## config.mk

```make
export PLATFORM = sky130hd
export DESIGN_NAME = adder_share_arbiter_flat
export DESIGN_NICKNAME = d
export VERILOG_FILES = /design/src/rtl/adder_ctrl_pkg.sv /design/src/rtl/adder_share_arbiter_if.sv /design/src/rtl/adder_nbit.sv /design/src/rtl/adder_share_arbiter.sv /design/src/flat_wrapper.sv
export SDC_FILE = /design/constraint.sdc
export NUM_CORES = 1
export LEC_CHECK = 0
export CAP_MARGIN = 20
export CELL_PAD_IN_SITES_DETAIL_PLACEMENT = 1
export CELL_PAD_IN_SITES_GLOBAL_PLACEMENT = 1
export CORE_MARGIN = 5
export CORE_UTILIZATION = 33
export DETAILED_ROUTE_END_ITERATION = 7
export GPL_ROUTABILITY_DRIVEN = 0
export PLACE_DENSITY = 0.79
export SYNTH_ARGS = -nofsm -noshare
export SYNTH_HDL_FRONTEND = slang
export SYNTH_SLANG_ARGS = --single-unit
```

## constraint.sdc

```tcl
create_clock -name clk -period 5.5 [get_ports clk]
set_input_delay 1.1 -clock clk [delete_from_list [all_inputs] [get_ports clk]]
set_output_delay 1.1 -clock clk [all_outputs]
set_load 0.1 [all_outputs]
```

## src/rtl/adder_ctrl_pkg.sv

```systemverilog
`default_nettype none
// +----------------------------------------------------------------------+
// | Package   : adder_ctrl_pkg                                           |
// | Purpose   : Shared types and constants for the adder share arbiter.  |
// |             The sequencer state encoding lives here, together with   |
// |             the requester count and requester identifiers.           |
// | Revision  : 1.0  initial release                                     |
// +----------------------------------------------------------------------+
package adder_ctrl_pkg;

   // Sequencer states: accept a request, run one add, present the result.
   typedef enum logic [1:0] {
      IDLE = 2'd0,
      ADD  = 2'd1,
      HOLD = 2'd2
   } state_t;

   localparam int   NUM_REQ = 2;
   localparam logic REQ0    = 1'b0;
   localparam logic REQ1    = 1'b1;

endpackage : adder_ctrl_pkg
`default_nettype wire

```

## src/rtl/adder_share_arbiter_if.sv

```systemverilog
`default_nettype none
// +----------------------------------------------------------------------+
// | Interface : adder_share_arbiter_if                                   |
// | Purpose   : Two valid/ready request channels and one valid/ready     |
// |             response channel around the shared adder. "master" is   |
// |             the requester/consumer side, "slave" the arbiter side.   |
// | Revision  : 1.0  initial release                                     |
// +----------------------------------------------------------------------+
interface adder_share_arbiter_if #(
   parameter int BIT_WIDTH = 8
);
   logic                 req0_valid;
   logic                 req0_ready;
   logic [BIT_WIDTH-1:0] req0_a;
   logic [BIT_WIDTH-1:0] req0_b;
   logic                 req0_cin;

   logic                 req1_valid;
   logic                 req1_ready;
   logic [BIT_WIDTH-1:0] req1_a;
   logic [BIT_WIDTH-1:0] req1_b;
   logic                 req1_cin;

   logic                 rsp_valid;
   logic                 rsp_ready;
   logic [BIT_WIDTH-1:0] rsp_sum;
   logic                 rsp_cout;
   logic                 rsp_id;

   modport master (
      output req0_valid, req0_a, req0_b, req0_cin,
      input  req0_ready,
      output req1_valid, req1_a, req1_b, req1_cin,
      input  req1_ready,
      input  rsp_valid, rsp_sum, rsp_cout, rsp_id,
      output rsp_ready
   );

   modport slave (
      input  req0_valid, req0_a, req0_b, req0_cin,
      output req0_ready,
      input  req1_valid, req1_a, req1_b, req1_cin,
      output req1_ready,
      output rsp_valid, rsp_sum, rsp_cout, rsp_id,
      input  rsp_ready
   );

endinterface : adder_share_arbiter_if
`default_nettype wire

```

## src/rtl/adder_nbit.sv

```systemverilog
`default_nettype none
// +----------------------------------------------------------------------+
// | Module    : adder_nbit                                               |
// | Purpose   : Ripple-carry adder, {cout, sum} = a + b + cin.           |
// | Revision  : 1.0  initial release                                     |
// +----------------------------------------------------------------------+
module adder_nbit #(
   parameter int BIT_WIDTH = 8
) (
   input  logic [BIT_WIDTH-1:0] a,
   input  logic [BIT_WIDTH-1:0] b,
   input  logic                 cin,
   output logic [BIT_WIDTH-1:0] sum,
   output logic                 cout
);

   logic [BIT_WIDTH:0] w_carry;

   assign w_carry[0] = cin;

   // One full adder per bit, carry rippling from LSB to MSB.
   for (genvar i = 0; i < BIT_WIDTH; i++) begin : g_bit
      assign sum[i]       = a[i] ^ b[i] ^ w_carry[i];
      assign w_carry[i+1] = (a[i] & b[i]) | (w_carry[i] & (a[i] ^ b[i]));
   end

   assign cout = w_carry[BIT_WIDTH];

endmodule : adder_nbit
`default_nettype wire

```

## src/rtl/adder_share_arbiter.sv

```systemverilog
`default_nettype none
// +----------------------------------------------------------------------+
// | Module    : adder_share_arbiter                                      |
// | Purpose   : Time-shares one adder_nbit between two requesters using  |
// |             a round-robin grant and an IDLE/ADD/HOLD sequencer. The  |
// |             result is held on the response channel until consumed.   |
// | Options   : ADDER_SELF_CHECK_EN - compare the adder against a        |
// |             behavioural sum in ADD and raise a sticky err on mismatch|
// | Revision  : 1.0  initial release                                     |
// +----------------------------------------------------------------------+
module adder_share_arbiter
   import adder_ctrl_pkg::*;
#(
   parameter int BIT_WIDTH = 8
) (
   input  logic                  clk,
   input  logic                  rst,
   adder_share_arbiter_if.slave  bus,
   output logic                  busy,
   output logic                  err
);

   state_t               r_state;
   state_t               w_next_state;

   logic [NUM_REQ-1:0]   w_valid;
   logic                 w_winner;
   logic                 w_accept;
   logic [BIT_WIDTH-1:0] w_sel_a;
   logic [BIT_WIDTH-1:0] w_sel_b;
   logic                 w_sel_cin;

   logic [BIT_WIDTH-1:0] r_op_a;
   logic [BIT_WIDTH-1:0] r_op_b;
   logic                 r_op_cin;
   logic                 r_id;
   logic                 r_last_grant;

   logic [BIT_WIDTH-1:0] w_add_sum;
   logic                 w_add_cout;

   logic                 r_rsp_valid;
   logic [BIT_WIDTH-1:0] r_rsp_sum;
   logic                 r_rsp_cout;
   logic                 r_rsp_id;

   assign w_valid = {bus.req1_valid, bus.req0_valid};

   // Round-robin pick: a lone requester wins, a tie goes to the one not served last.
   always_comb begin
      w_winner = REQ0;
      if (&w_valid) begin
         w_winner = ~r_last_grant;
      end else if (w_valid[1]) begin
         w_winner = REQ1;
      end
      w_sel_a   = (w_winner == REQ1) ? bus.req1_a   : bus.req0_a;
      w_sel_b   = (w_winner == REQ1) ? bus.req1_b   : bus.req0_b;
      w_sel_cin = (w_winner == REQ1) ? bus.req1_cin : bus.req0_cin;
   end

   // Sequencer state register.
   always_ff @(posedge clk) begin
      if (rst) begin
         r_state <= IDLE;
      end else begin
         r_state <= w_next_state;
      end
   end

   // Next state and request-side ready; ready only ever goes to a valid winner in IDLE.
   always_comb begin
      w_next_state   = r_state;
      w_accept       = 1'b0;
      bus.req0_ready = 1'b0;
      bus.req1_ready = 1'b0;
      case (r_state)
         IDLE: begin
            if (|w_valid) begin
               w_accept     = 1'b1;
               w_next_state = ADD;
               if (w_winner == REQ1) begin
                  bus.req1_ready = 1'b1;
               end else begin
                  bus.req0_ready = 1'b1;
               end
            end
         end
         ADD: begin
            w_next_state = HOLD;
         end
         HOLD: begin
            if (bus.rsp_ready) begin
               w_next_state = IDLE;
            end
         end
         default: begin
            w_next_state = IDLE;
         end
      endcase
   end

   // Operand capture on grant, result capture in ADD, response release in HOLD.
   always_ff @(posedge clk) begin
      if (rst) begin
         r_op_a       <= '0;
         r_op_b       <= '0;
         r_op_cin     <= 1'b0;
         r_id         <= REQ0;
         r_last_grant <= REQ1;
         r_rsp_valid  <= 1'b0;
         r_rsp_sum    <= '0;
         r_rsp_cout   <= 1'b0;
         r_rsp_id     <= REQ0;
      end else begin
         if (w_accept) begin
            r_op_a       <= w_sel_a;
            r_op_b       <= w_sel_b;
            r_op_cin     <= w_sel_cin;
            r_id         <= w_winner;
            r_last_grant <= w_winner;
         end
         if (r_state == ADD) begin
            r_rsp_valid <= 1'b1;
            r_rsp_sum   <= w_add_sum;
            r_rsp_cout  <= w_add_cout;
            r_rsp_id    <= r_id;
         end else if ((r_state == HOLD) && bus.rsp_ready) begin
            r_rsp_valid <= 1'b0;
         end
      end
   end

   adder_nbit #(
      .BIT_WIDTH (BIT_WIDTH)
   ) u_adder (
      .a    (r_op_a),
      .b    (r_op_b),
      .cin  (r_op_cin),
      .sum  (w_add_sum),
      .cout (w_add_cout)
   );

   assign bus.rsp_valid = r_rsp_valid;
   assign bus.rsp_sum   = r_rsp_sum;
   assign bus.rsp_cout  = r_rsp_cout;
   assign bus.rsp_id    = r_rsp_id;
   assign busy          = (r_state == ADD) || (r_state == HOLD);

`ifdef ADDER_SELF_CHECK_EN
   logic [BIT_WIDTH:0] w_ref_sum;
   logic               r_err;

   assign w_ref_sum = {1'b0, r_op_a} + {1'b0, r_op_b} + {{BIT_WIDTH{1'b0}}, r_op_cin};

   // Sticky flag: any disagreement between the adder and the reference while adding.
   always_ff @(posedge clk) begin
      if (rst) begin
         r_err <= 1'b0;
      end else if ((r_state == ADD) && ({w_add_cout, w_add_sum} != w_ref_sum)) begin
         r_err <= 1'b1;
      end
   end

   assign err = r_err;
`else
   assign err = 1'b0;
`endif

endmodule : adder_share_arbiter
`default_nettype wire

```

## src/flat_wrapper.sv

```systemverilog
// flat-port wrapper written by rule: the top's interface ports become plain ports
module adder_share_arbiter_flat import adder_ctrl_pkg::*;
#(
   parameter int BIT_WIDTH = 8
)
  (clk, rst, busy, err, bus_req0_valid, bus_req0_a, bus_req0_b, bus_req0_cin, bus_req0_ready, bus_req1_valid, bus_req1_a, bus_req1_b, bus_req1_cin, bus_req1_ready, bus_rsp_valid, bus_rsp_sum, bus_rsp_cout, bus_rsp_id, bus_rsp_ready);
  adder_share_arbiter_if #(.BIT_WIDTH(BIT_WIDTH)) bus_i ();
  input  logic clk;
  input  logic rst;
  output logic busy;
  output logic err;
  input wire logic [$bits(bus_i.req0_valid)-1:0] bus_req0_valid;
  input wire logic [$bits(bus_i.req0_a)-1:0] bus_req0_a;
  input wire logic [$bits(bus_i.req0_b)-1:0] bus_req0_b;
  input wire logic [$bits(bus_i.req0_cin)-1:0] bus_req0_cin;
  output wire logic [$bits(bus_i.req0_ready)-1:0] bus_req0_ready;
  input wire logic [$bits(bus_i.req1_valid)-1:0] bus_req1_valid;
  input wire logic [$bits(bus_i.req1_a)-1:0] bus_req1_a;
  input wire logic [$bits(bus_i.req1_b)-1:0] bus_req1_b;
  input wire logic [$bits(bus_i.req1_cin)-1:0] bus_req1_cin;
  output wire logic [$bits(bus_i.req1_ready)-1:0] bus_req1_ready;
  output wire logic [$bits(bus_i.rsp_valid)-1:0] bus_rsp_valid;
  output wire logic [$bits(bus_i.rsp_sum)-1:0] bus_rsp_sum;
  output wire logic [$bits(bus_i.rsp_cout)-1:0] bus_rsp_cout;
  output wire logic [$bits(bus_i.rsp_id)-1:0] bus_rsp_id;
  input wire logic [$bits(bus_i.rsp_ready)-1:0] bus_rsp_ready;
  assign bus_i.req0_valid = bus_req0_valid;
  assign bus_i.req0_a = bus_req0_a;
  assign bus_i.req0_b = bus_req0_b;
  assign bus_i.req0_cin = bus_req0_cin;
  assign bus_req0_ready = bus_i.req0_ready;
  assign bus_i.req1_valid = bus_req1_valid;
  assign bus_i.req1_a = bus_req1_a;
  assign bus_i.req1_b = bus_req1_b;
  assign bus_i.req1_cin = bus_req1_cin;
  assign bus_req1_ready = bus_i.req1_ready;
  assign bus_rsp_valid = bus_i.rsp_valid;
  assign bus_rsp_sum = bus_i.rsp_sum;
  assign bus_rsp_cout = bus_i.rsp_cout;
  assign bus_rsp_id = bus_i.rsp_id;
  assign bus_i.rsp_ready = bus_rsp_ready;
  adder_share_arbiter #(.BIT_WIDTH(BIT_WIDTH)) u_core (.clk(clk), .rst(rst), .bus(bus_i), .busy(busy), .err(err));
endmodule
```

* Word level (Yosys, flattened, before mapping)
Index checks and enable logic that the tools add are counted.
** Cells by class
- Equal/unequal tests :: 4
- Bitwise gates (word level) :: 41
- Reduce and logical (&&, ||, !) cells :: 7
- Muxes and demuxes :: 18
** Operators by type and width (number)
- 1-bit AND :: 16
- 8-bit 2-to-1 mux :: 2
- 1-bit bitwise XOR :: 16
- 1-bit 2-to-1 mux :: 13
- 1-bit bitwise OR :: 8
- 2-bit case mux with 3 select lines :: 1
- 2-bit 2-to-1 mux :: 2
- 2-bit AND reduction :: 2
- 2-bit by 1-bit equality test with 1-bit output (second input constant) :: 1
- 2-bit equality test (second input constant) :: 1
- 2-bit zero test :: 1
- 2-bit by 1-bit inequality test with 1-bit output (second input constant) :: 1
- 2-bit inequality test (second input constant) :: 1
- 2-bit nonzero test :: 1
- 2-bit OR reduction :: 1
- 1-bit logical AND :: 1
- 1-bit logical OR :: 1
- 1-bit inverter :: 1
** Word-level totals
- Output and inout bits :: 15
- Logic and storage cells :: 80
- Register bits :: 32

* Depth between registers and ports, before layout
Gate-level depths: netlist of run 1.
- Depth after elaboration :: 17
- Mapped depth :: 12
- Mapped depth without buffers :: 12

* Hierarchy
A second synthesis of run 1 with hierarchy kept.
** Unflattened totals
- Cells, all modules :: 176
- Area total of the unflattened synthesis :: 1582.8 µm²
** Modules (own cells, without submodules)
- adder_share_arbiter :: instances 1, area an instance 1385.1 µm², sequential area each 640.6 µm², cells an instance 158
- adder_nbit :: instances 1, area an instance 197.7 µm², sequential area each 0.0 µm², cells an instance 18

* Worst setup path after synthesis of run 1
Ideal clock, no wire load.
- Kind :: register to register
- Start point :: reg u_core.r_op_cin
- End point :: reg u_core.r_rsp_sum[7], in the netlist u_core.bus.rsp_sum[7]
- Cell stages (with the launch flop) :: 13
- Period minus slack after synthesis :: 3953 ps
- Path buffers :: 0
- Setup time :: 86 ps
- Data required time :: 5414 ps
- Setup slack :: 1547 ps
- Data arrival time :: 3868 ps
- Path through :: dfxtp_1 -> fa_1 -> inv_1 -> fa_1 -> inv_1 -> fa_1 -> fa_1 -> fa_1 -> fa_1 -> fa_1 -> inv_1 -> fa_1 -> a211oi_1
** Between the ends
- Cells in the longest elaborated chain, start to end :: 15
** Ends and longest elaborated chain
- start: declaration :: RTL line adder_share_arbiter.sv:35 : logic r_op_cin;
- start signal: assignment :: RTL line adder_share_arbiter.sv:119 : r_op_cin <= w_sel_cin;
- 1-bit AND :: RTL line adder_nbit.sv:24 : assign w_carry[i+1] = (a[i] & b[i]) | (w_carry[i] & (a[i] ^ b[i]));
- 1-bit bitwise OR :: RTL line adder_nbit.sv:24
- 1-bit AND :: RTL line adder_nbit.sv:24
- 1-bit bitwise OR :: RTL line adder_nbit.sv:24
- 1-bit AND :: RTL line adder_nbit.sv:24
- 1-bit bitwise OR :: RTL line adder_nbit.sv:24
- 1-bit AND :: RTL line adder_nbit.sv:24
- 1-bit bitwise OR :: RTL line adder_nbit.sv:24
- 1-bit AND :: RTL line adder_nbit.sv:24
- 1-bit bitwise OR :: RTL line adder_nbit.sv:24
- 1-bit AND :: RTL line adder_nbit.sv:24
- 1-bit bitwise OR :: RTL line adder_nbit.sv:24
- 1-bit AND :: RTL line adder_nbit.sv:24
- 1-bit bitwise OR :: RTL line adder_nbit.sv:24
- 1-bit bitwise XOR :: RTL line adder_nbit.sv:23 : assign sum[i] = a[i] ^ b[i] ^ w_carry[i];
- end signal: assignment :: RTL line adder_share_arbiter.sv:125 : r_rsp_sum <= w_add_sum;
- end: declaration :: RTL line adder_share_arbiter.sv:43 : logic [BIT_WIDTH-1:0] r_rsp_sum;
No other way between the ends.
A chain may end at the register's enable or synchronous reset.

* Worst setup path after layout of run 1
Ends and elaborated chain as after synthesis.

==> reports/metrics.yaml, run 1 <==
sta:
  setup_violations: 0
  finClkSkew_ns: 0.003388
  rsz0062_at_grt: "false"
  hold_violations: 0
  timing.final.crit_share: 0.7549
  timing.slew.headroom: 0.3380
  fmax_mhz: 240.9
  maxSlewViolCount: 0
  final.min_clock_period_ns: 4.152
  worstMarginPinSlew_ns: 0.9899
  finalSetupTns_ns: 0
place:
  place_inst: 253
  portBuffers: 52
  place_area_mm2: 0.002100
  post-dp-hpwl_um: 3046
logic_synthesis:
  muxShareOfSynthArea: 0.05079
  synth_cell_types: 33
  netlist_area_mm2: 0.001577
  synth_simple_gate_area_share: 0.1444
  ys_ff_latch: 32
  syn_inst: 158
  synth_fp_nets: 208
  synth.yosys.warnings: 0
  synth_area_leaders: "dfxtp_1 41%, fa_1 10%, a221o_2 7.1%, mux2i_1 5.1%, nor2_1 4.3%"
  synth_enable_flop_cells: 0
  yosysSeqAreaShare: 0.4063
  synth_top_family_by_area: "compound AO/OA/AOI/OAI gates"
  ys.flop_type: "dfxtp_1"
  synth_top_cell_area_share: 0.4063
  async_reset_ff_frac: 0
  synth-compound-area-share: 0.1992
  synthAdderAreaFrac: 0.1254
  synth_top_area_cell: "dfxtp_1"
  syn_area_per_cell_um2: 9.978
  synth_xor_area_frac: 0
clock_tree:
  cts.sinks: 32
  clk_latency_ns: 0.28
  clkTransAtPathRegs_ns: 0.06
  cts.path.max_buffers: 2
  cts_resized: 0
  cts_setup_buffers: 0
  postCtsHoldBufs: 0
  clock-root-buffer: "clkbuf_8"
  htreeDepth: 2
  numCtsBuffers: 5
  tritoncts: "yes"
power_and_ir_drop:
  powerDensity_mw_per_mm2: 354.8
  ir_worst_vdd_v: 0.0001185
  report.power.total_w: 0.0007790
  total_leakage_power_nw: 0.8579
final_layout:
  stdcell_count: 260
  diodes: 0
  fin_area_mm2: 0.002196
  drive_gt1_frac: 0.1262
  ff_latch_area_um2: 640.6
  fin_nets: 256
  nFillCells: 520
  syn_to_final_growth_pct: 39.29
  final_core_util: 0.4680
  multi_input_area_um2: 823.3
  final_cell_mix: "50 x clkdlybuf4s50_1, 32 x dfxtp_1, 18 x nor2_1"
  layout_commonest_cell: "clkdlybuf4s50_1"
global_route:
  grt_pass1_vias: 1354
  grt_usage: 0.1386
  grt_overflow: 0
  grt_pass1_wl_um: 6561
  grt_max_degree: 36
  antenna_found_initial: 0
setup_path:
  rrSetupSlack_ns: 1.35
  r2r-start: "u_core.r_op_cin"
  worstRegToRegCells: 12
  path_max_fanout: 2
  worst_ep_arrival_time_ns: 4.35
  startpoint_type: "flop"
  critPathKind: "flop to flop"
  rr_endpoint: "u_core.bus.rsp_sum[7]"
  end_kind: "flop"
  required_ns: 5.70
floorplan:
  io_pins: 54
  die_x_um: 79.12
  rows: 25
  core_area_mm2: 0.004692
  die_y_um: 79.12
  dieArea_mm2: 0.006260
  start_util: 0.3360
worst_hold_path:
  holdPathStages: 2
  min_to: "u_core.bus.rsp_sum[3]"
  worstHoldStart: "u_core.bus.rsp_sum[3]"
  min_path_type: "flop to flop"
flow_run:
  drv_cap: 0
drt:
  drt_iter0_drc: 48
  viasPerCell: 5.038
  postRouteAntennaNets: 0
  dr.pass1.iters: 4
  drc_errors: 0
  via_count: 1310
  wirelength_um: 4115
  wl_per_cell_um: 15.83
outcome:
  status: "completed"
==> final cells by class <==
class                   count  share of cell area
multi-input cells         103              0.3749
clock buffers               7             0.04387
repair buffers             54              0.2416
well taps                  54             0.03077
flip-flops and latches     32              0.2917
inverters                  10             0.01709
==> cell usage after synthesis, types with 2 or more instances <==
library cell and n:
dfxtp_1 32, nor2_1 18, a21oi_1 11, a221o_2 10
inv_1 10, nand2_1 9, a211oi_1 8, fa_1 8
mux2i_1 8, nor3b_1 8, buf_2 5, clkbuf_1 3
ha_1 3, a221oi_1 2, buf_6 2, nand2b_1 2
nor3_1 2, or2_2 2
==> metrics by stage <==
stage	hold WS, ns	setup slack, ns
finish	0.4992	1.348
global route	0.5047	1.133
CTS	0.4989	1.319
detailed placement	0.4884	1.361
global placement	0.4758	1.458
floorplan	0.4646	1.547
==> state kept, by name, summed over array words and instances (netlist names), 2 cells and up <==
name,flops
u_core.r_state,2
u_core.r_op_b,8
u_core.bus.rsp_sum,8
u_core.r_op_a,8
==> worst max path at each step <==
stage | start | to | slack (ns) | cells after the start
after floorplan | u_core.r_op_cin | u_core.bus.rsp_sum[7] | 1.55 | 12
after global placement | u_core.r_op_cin | u_core.bus.rsp_sum[7] | 1.46 | 12
after detailed placement | u_core.r_op_cin | u_core.bus.rsp_sum[7] | 1.36 | 12
after CTS | u_core.r_op_cin | u_core.bus.rsp_sum[7] | 1.32 | 12
after global routing | u_core.r_op_cin | u_core.bus.rsp_sum[7] | 1.13 | 12
final | u_core.r_op_cin | u_core.bus.rsp_sum[7] | 1.35 | 12
==> critical path, stage by stage, from the launching register on <==
cell and delay [ns]:
dfxtp_1 0.33, fa_1 0.41, inv_1 0.11, fa_1 0.19, inv_1 0.07, fa_1 0.45, fa_1 0.46, fa_1 0.46
fa_1 0.46, fa_1 0.44, inv_1 0.10, fa_1 0.39, a211oi_1 0.23
==> cells by family after synthesis <==
group                      after synthesis
buffers and inverters                   23
AOI/OAI and AO/OA                       39
and+or+nand+nor                         44
DFF                                     32
adders and majority gates               11
other                                    1
muxes                                    8
==> metal layers <==
metal / vias up / wire length, um / global-route usage
met5: - / 0 / 0
met4: 0 / 89 / 0.07904
met3: 8 / 200 / 0.03515
met2: 35 / 1856 / 0.2121
met1: 618 / 1969 / 0.1762
li1: 649 / - / -
==> power breakdown <==
| part | internal, W | switching [W] | total (W) |
|---|---|---|---|
| clock | 0.000111 | 0.0000834 | 0.000195 |
| sequential | 0.000264 | 0.0000197 | 0.000284 |
| combinational | 0.000105 | 0.000196 | 0.000300 |
No activity file was read; power rests on OpenSTA's default activity.
==> run 2: changes to the inputs <==
- clock period: 5.5 -> 3.9 ns (I/O delays scaled with it)
==> run 2 against run 1 <==
  * Combinational power grew 42%
  * Critical path depth is the same
  * Register-to-register slack lost 1.2 ns
  * Total power grew 42%
  * Sequential share of layout area shrank 0.36 points
  * Worst hold slack lost 0.0068 ns
  * Utilization grew 0.59 points
  * Setup slack lost 1.2 ns
  * Cell count is the same
==> reports/metrics.yaml, run 2 (same netlist as run 1, synthesis figures left out) <==
clock_tree:
  clock-root-buffer: "clkbuf_8"  # unchanged
  clkTransAtPathRegs_ns: 0.07  # was 0.06 ns
  clk_latency_ns: 0.28  # about the same
  cts.path.max_buffers: 2  # unchanged
  cts.sinks: 32  # unchanged
  tritoncts: "yes"  # unchanged
  htreeDepth: 2  # unchanged
  postCtsHoldBufs: 0  # unchanged
  numCtsBuffers: 5  # unchanged
  cts_setup_buffers: 0  # unchanged
sta:
  maxSlewViolCount: 0  # unchanged
  fmax_mhz: 265.2  # was 240.9 MHz
  hold_violations: 0  # unchanged
  final.min_clock_period_ns: 3.771  # was 4.152 ns
  worstMarginPinSlew_ns: 0.9879  # was 0.9899 ns
  rsz0062_at_grt: "false"  # unchanged
  timing.slew.headroom: 0.3393  # was 0.3380
  finalSetupTns_ns: 0  # unchanged
  worst_slack_ns: 0.1289  # was 1.348 ns
  timing.final.crit_share: 0.9670  # was 0.7549
  setup_violations: 0  # unchanged
  finClkSkew_ns: 0.005801  # was 0.003388 ns
final_layout:
  multi_input_area_um2: 838.3  # was 823.3 um^2
  ff_latch_area_um2: 640.6  # unchanged
  final_cell_mix: "50 x clkdlybuf4s50_1, 32 x dfxtp_1, 18 x nor2_1"  # unchanged
  drive_gt1_frac: 0.1602  # was 0.1262
  nFillCells: 538  # was 520
  diodes: 0  # unchanged
  stdcell_count: 260  # unchanged
  layout_commonest_cell: "clkdlybuf4s50_1"  # unchanged
  fin_nets: 256  # unchanged
  syn_to_final_growth_pct: 41.03  # was 39.29%
outcome:
  status: "completed"  # unchanged
drt:
  wl_per_cell_um: 15.31  # was 15.83 um
  dr.pass1.iters: 4  # unchanged
  drt_iter0_drc: 54  # was 48
  via_count: 1309  # was 1310
  wirelength_um: 3981  # was 4115 um
  viasPerCell: 5.035  # was 5.038
  drc_errors: 0  # unchanged
  postRouteAntennaNets: 0  # unchanged
place:
  portBuffers: 52  # unchanged
  post-dp-hpwl_um: 3104  # was 3046 um
  dpl_worst_slack_ns: -0.1383  # was 1.361 ns
  place_inst: 253  # unchanged
setup_path:
  worst_ep_arrival_time_ns: 3.98  # was 4.35 ns
  path_max_fanout: 2  # unchanged
  end_kind: "flop"  # unchanged
  required_ns: 4.11  # was 5.70 ns
  startpoint_type: "flop"  # unchanged
  critPathKind: "flop to flop"  # unchanged
global_route:
  grt_usage: 0.1343  # was 0.1386
  busiest_layer: "met2"  # unchanged
  grt_overflow: 0  # unchanged
  grt_pass1_vias: 1335  # was 1354
  met2_usage: 0.1987  # was 0.2121
  grtUsageMet3: 0.03515  # unchanged
  antenna_found_initial: 0  # unchanged
  grt_max_degree: 36  # unchanged
  grt_pass1_wl_um: 6479  # was 6561 um
  grtUsageMet1: 0.1842  # was 0.1762
floorplan:
  core_area_mm2: 0.004692  # unchanged
  die_x_um: 79.12  # unchanged
  die_y_um: 79.12  # unchanged
  start_util: 0.3360  # unchanged
  rows: 25  # unchanged
  dieArea_mm2: 0.006260  # unchanged
  io_pins: 54  # unchanged
power_and_ir_drop:
  ir_worst_vdd_v: 0.0001471  # was 0.0001185 V
  powerDensity_mw_per_mm2: 496.6  # was 354.8 mW/mm^2
  total_leakage_power_nw: 0.8547  # was 0.8579 nW
flow_run:
  drv_cap: 0  # unchanged
worst_hold_path:
  min_path_type: "flop to flop"  # unchanged
## run 2: changes by cell type in the layout (fill, tap and decap cells not counted), moves of 2 or more
cell / before / now
fa_1: 8 / 4
fa_2: 0 / 4
inv_1: 10 / 8
inv_2: 0 / 2
## run 2: what timing repair did
| action | CTS | global route |
|---|---|---|
| setup endpoints to repair | 1 | 1 |
| pin swaps | 0 | 2 |
| resized for setup | 4 | 1 |
## run 2: metrics by stage
step / area (um^2) / utilization / hold WS, ns / power (W)
finish: 2223 / 0.4739 / 0.4923 / 0.001104
global route: 2223 / 0.4739 / 0.5243 / 0.001160
CTS: 2223 / 0.4739 / 0.4993 / 0.001115
detailed placement: 2117 / 0.4512 / 0.4838 / 0.0008374
global placement: 2117 / 0.4512 / 0.4696 / 0.0008280
floorplan: 1582 / - / 0.4646 / 0.0007117
## run 2: where the power goes
| part | internal (W) | switching (W) | leakage, nW | total [W] |
|---|---|---|---|---|
| combinational | 0.000152 | 0.000275 | 0.541 | 0.000427 |
| clock | 0.000157 | 0.000118 | 0.0503 | 0.000275 |
| sequential | 0.000373 | 0.0000298 | 0.264 | 0.000402 |
| total | 0.000682 | 0.000422 | 0.855 | 0.00110 |
## run 2: final cells by class
type	count	area share
multi-input combinational	103	0.3770
inverter	10	0.01688
clock buffer	7	0.04333
sequential	32	0.2881
timing repair buffer	54	0.2442
tap	54	0.03039
## run 2: final timing paths
check	end	start	depth (start not counted)	slack, ns
worst max-delay path	u_core.bus.rsp_sum[7]	u_core.r_op_cin	12	0.13
worst min-delay path	u_core.bus.rsp_valid	u_core.bus.rsp_valid	2	0.49
worst max register to register	u_core.bus.rsp_sum[7]	u_core.r_op_cin	12	0.13
worst min register to register	u_core.bus.rsp_valid	u_core.bus.rsp_valid	2	0.49
## run 2: critical path, stage by stage (launching register included)
cell and delay (ns):
dfxtp_1 0.32, fa_1 0.43, inv_2 0.09, fa_1 0.16
inv_1 0.06, fa_2 0.39, fa_2 0.38, fa_2 0.39
fa_2 0.35, fa_1 0.44, inv_2 0.07, fa_1 0.40
a211oi_2 0.21
## run 2: per-layer routing
| metal | up-vias | wire, um |
|---|---|---|
| li1 | 646 | - |
| met3 | 7 | 237 |
| met5 | - | 0 |
| met4 | 0 | 70 |
| met1 | 617 | 1918 |
| met2 | 39 | 1755 |
==> run 3: changes to the inputs <==
- PLACE_DENSITY: 0.79 -> 0.8
- SYNTH_HIERARCHICAL: not set -> 1
==> run 3 against run 2 <==
  * First-iteration DRC count shrank 22%
  * Via count grew 5.1%
  * Worst hold slack gained 0.0048 ns
  * Area after synthesis grew 0.40%
  * Flip-flop and latch count is the same
  * Utilization grew 0.64 points
  * Non-clock buffer count grew 1
  * Synthesized cell count grew 11%
  * Critical path type unchanged
  * Highest routed layer unchanged
==> reports/metrics.yaml, run 3 <==
outcome:
  status: "completed"  # unchanged
place:
  portBuffers: 52  # unchanged
  place_inst: 274  # was 253
  post-dp-hpwl_um: 3150  # was 3104 um
  place_area_mm2: 0.002137  # was 0.002117 mm^2
sta:
  final.min_clock_period_ns: 3.672  # was 3.771 ns
  maxSlewViolCount: 0  # unchanged
  setup_violations: 0  # unchanged
  fmax_mhz: 272.3  # was 265.2 MHz
  rsz0062_at_grt: "false"  # unchanged
  timing.final.crit_share: 0.9415  # was 0.9670
  worstMarginPinSlew_ns: 0.9754  # was 0.9879 ns
  hold_violations: 0  # unchanged
  timing.slew.headroom: 0.3477  # was 0.3393
  finClkSkew_ns: 0.01018  # was 0.005801 ns
  finalSetupTns_ns: 0  # unchanged
global_route:
  grt_usage: 0.1419  # was 0.1343
  grt_max_degree: 33  # was 36
  grt_pass1_vias: 1440  # was 1335
  grt_overflow: 0  # unchanged
  antenna_found_initial: 0  # unchanged
  grt_pass1_wl_um: 6934  # was 6479 um
power_and_ir_drop:
  switching_share: 0.3807  # was 0.3823
  ir_worst_vdd_v: 0.0001916  # was 0.0001471 V
  p_seq_frac: 0.351  # was 0.364
  power.internal_w: 0.0007179  # was 0.0006820 W
  switching_power_w: 0.0004413  # was 0.0004221 W
  combPwrFrac: 0.379  # was 0.387
  report.power.total_w: 0.001159  # was 0.001104 W
  p_clk_frac: 0.271  # was 0.249
  total_leakage_power_nw: 0.9262  # was 0.8547 nW
  powerDensity_mw_per_mm2: 514.4  # was 496.6 mW/mm^2
floorplan:
  start_util: 0.3373  # was 0.3360
  die_y_um: 79.26  # was 79.12 um
  die_x_um: 79.26  # was 79.12 um
  dieArea_mm2: 0.006281  # was 0.006260 mm^2
  rows: 25  # unchanged
  io_pins: 54  # unchanged
  core_area_mm2: 0.004692  # unchanged
logic_synthesis:
  synth_fp_nets: 226  # was 208
  syn_area_per_cell_um2: 8.993  # was 9.978 um^2
  netlist_area_mm2: 0.001583  # was 0.001577 mm^2
  synth_enable_flop_cells: 0  # unchanged
  synth_top_area_cell: "dfxtp_1"  # unchanged
  synth_cell_types: 28  # was 33
  synth_top_cell_area_share: 0.4047  # was 0.4063
  synth.yosys.warnings: 6  # was 0
  yosysMostFrequentCell: "dfxtp_1"  # unchanged
  async_reset_ff_frac: 0  # unchanged
  synth_top_cells_by_count: "32 x dfxtp_1, 30 x nor2_1, 17 x a21oi_1, 15 x nand2_1, 14 x a211oi_1"  # was 32 x dfxtp_1, 18 x nor2_1, 11 x a21oi_1, 10 x a221o_2, 10 x inv_1
  synth_area_leaders: "dfxtp_1 40%, fa_1 10%, nor2_1 7.1%, mux2i_1 7.0%, a211oi_1 6.6%"  # was dfxtp_1 41%, fa_1 10%, a221o_2 7.1%, mux2i_1 5.1%, nor2_1 4.3%
  yosysSeqAreaShare: 0.4047  # was 0.4063
  ys_ff_latch: 32  # unchanged
  syn_inst: 176  # was 158
  ys.flop_type: "dfxtp_1"  # unchanged
clock_tree:
  postCtsHoldBufs: 0  # unchanged
  clkTransAtPathRegs_ns: 0.06  # was 0.07 ns
  clock-root-buffer: "clkbuf_8"  # unchanged
  clk_latency_ns: 0.29  # was 0.28 ns
  cts_setup_buffers: 0  # unchanged
  cts.path.max_buffers: 2  # unchanged
  numCtsBuffers: 5  # unchanged
  htreeDepth: 2  # unchanged
  tritoncts: "yes"  # unchanged
  cts_resized: 0  # was 4
  cts.sinks: 32  # unchanged
setup_path:
  cpMostUsedCell: "fa_1"
  rrSetupSlack_ns: 0.23  # was 0.13 ns
  path_depth: 14  # was 12
  cpPeakStageDelay_ns: 0.42  # was 0.44 ns
  required_ns: 4.12  # was 4.11 ns
  path_max_fanout: 2  # unchanged
  worstRegToRegCells: 14  # was 12
  cp_slowest_cell: "fa_1"  # unchanged
  startpoint_type: "flop"  # unchanged
  critPathTopFamily: "adder cells"  # unchanged
  path_buf_inv: 4  # was 3
  worst_ep_arrival_time_ns: 3.89  # was 3.98 ns
  critPathKind: "flop to flop"  # unchanged
  crit_chain: "fa_1 > inv_1 > fa_1 > inv_1 > fa_1 > fa_2 > fa_2 > fa_1 > fa_1 > inv_1 > fa_1 > inv_1 > mux2i_1 > nor2_1"  # was fa_1 > inv_2 > fa_1 > inv_1 > fa_2 > fa_2 > fa_2 > fa_2 > fa_1 > inv_2 > fa_1 > a211oi_2
  end_kind: "flop"  # unchanged
drt:
  via_count: 1376  # was 1309
  viasPerCell: 4.879  # was 5.035
  dr.pass1.iters: 4  # unchanged
  wirelength_um: 4115  # was 3981 um
  drt_iter0_drc: 42  # was 54
  postRouteAntennaNets: 0  # unchanged
  wl_per_cell_um: 14.59  # was 15.31 um
  drc_errors: 0  # unchanged
final_layout:
  drive_gt1_frac: 0.08333  # was 0.1602
  syn_to_final_growth_pct: 42.37  # was 41.03%
  final_cell_mix: "50 x clkdlybuf4s50_1, 32 x dfxtp_1, 30 x nor2_1"  # was 50 x clkdlybuf4s50_1, 32 x dfxtp_1, 18 x nor2_1
  fin_nets: 277  # was 256
  ff_latch_area_um2: 640.6  # unchanged
  fin_area_mm2: 0.002253  # was 0.002223 mm^2
  diodes: 0  # unchanged
  nFillCells: 550  # was 538
  multi_input_area_um2: 838.3  # unchanged
  layout_commonest_cell: "clkdlybuf4s50_1"  # unchanged
  stdcell_count: 282  # was 260
worst_hold_path:
  holdPathStages: 2  # unchanged
  min_path_type: "flop to flop"  # unchanged
flow_run:
  drv_cap: 0  # unchanged
-- run 3: metal layers --
metal,track usage,up-vias,wire [um]
met5,0,-,0
met3,0.03401,7,226
met4,0.06186,0,80
met1,0.1874,642,1919
met2,0.2197,40,1889
li1,-,687,-
-- run 3: layout make-up --
cell class / count / share of cell area
multi-input cells: 121 / 0.3720
flip-flops and latches: 32 / 0.2843
repair buffers: 55 / 0.2443
clock buffers: 5 / 0.03054
well taps: 54 / 0.02998
inverters: 12 / 0.01999
clock inverters: 3 / 0.01888
-- run 3: path summary, 6_finish.rpt --
| kind | startpoint | to |
|---|---|---|
| max reg2reg | u_core/r_op_a[0] | u_core/bus.rsp_sum[7] |
| max | u_core/r_op_a[0] | u_core/bus.rsp_sum[7] |
| min reg2reg | u_core/bus.rsp_sum[0] | u_core/bus.rsp_sum[0] |
| min | u_core/bus.rsp_sum[0] | u_core/bus.rsp_sum[0] |
-- run 3: through the flow --
stage,util,hold WS [ns],setup slack (ns)
3_3_place_gp,0.4555,0.4713,0.2549
4_1_cts,0.4792,0.5039,0.1126
5_1_grt,0.4803,0.5287,0.03424
2_1_floorplan,-,0.4548,0.3353
3_5_place_dp,0.4555,0.4857,0.1342
6_report,0.4803,0.4971,0.2280
-- run 3: kinds of logic (layout without fill, tap and decap cells) --
logic type      after synthesis  count (layout)  synth area share
flops                        32              32            0.4047
compound gates               41              41            0.1747
other cells                   1               1          0.002369
buf+inv                      23              75           0.06877
fa+ha+maj                    11              11            0.1249
mux                          11              11           0.06957
simple gates                 57              57            0.1549
-- run 3: worst reg2reg max path: cells and delay by family (launching register included) --
kind          cells  cell delay, ns
fa+ha+maj         8            2.86
simple gates      1            0.10
flops             1            0.33
buf+inv           4            0.26
mux               1            0.06
-- run 3: power groups by stage --
stage / registers, W / logic (W) / clock network, W
after floorplan: 0.000507 / 0.000216 / 0
after global placement: 0.000411 / 0.000431 / 0
after detailed placement: 0.000414 / 0.000441 / 0
after CTS: 0.000407 / 0.000442 / 0.000319
after global routing: 0.000413 / 0.000478 / 0.000336
final: 0.000406 / 0.000439 / 0.000314
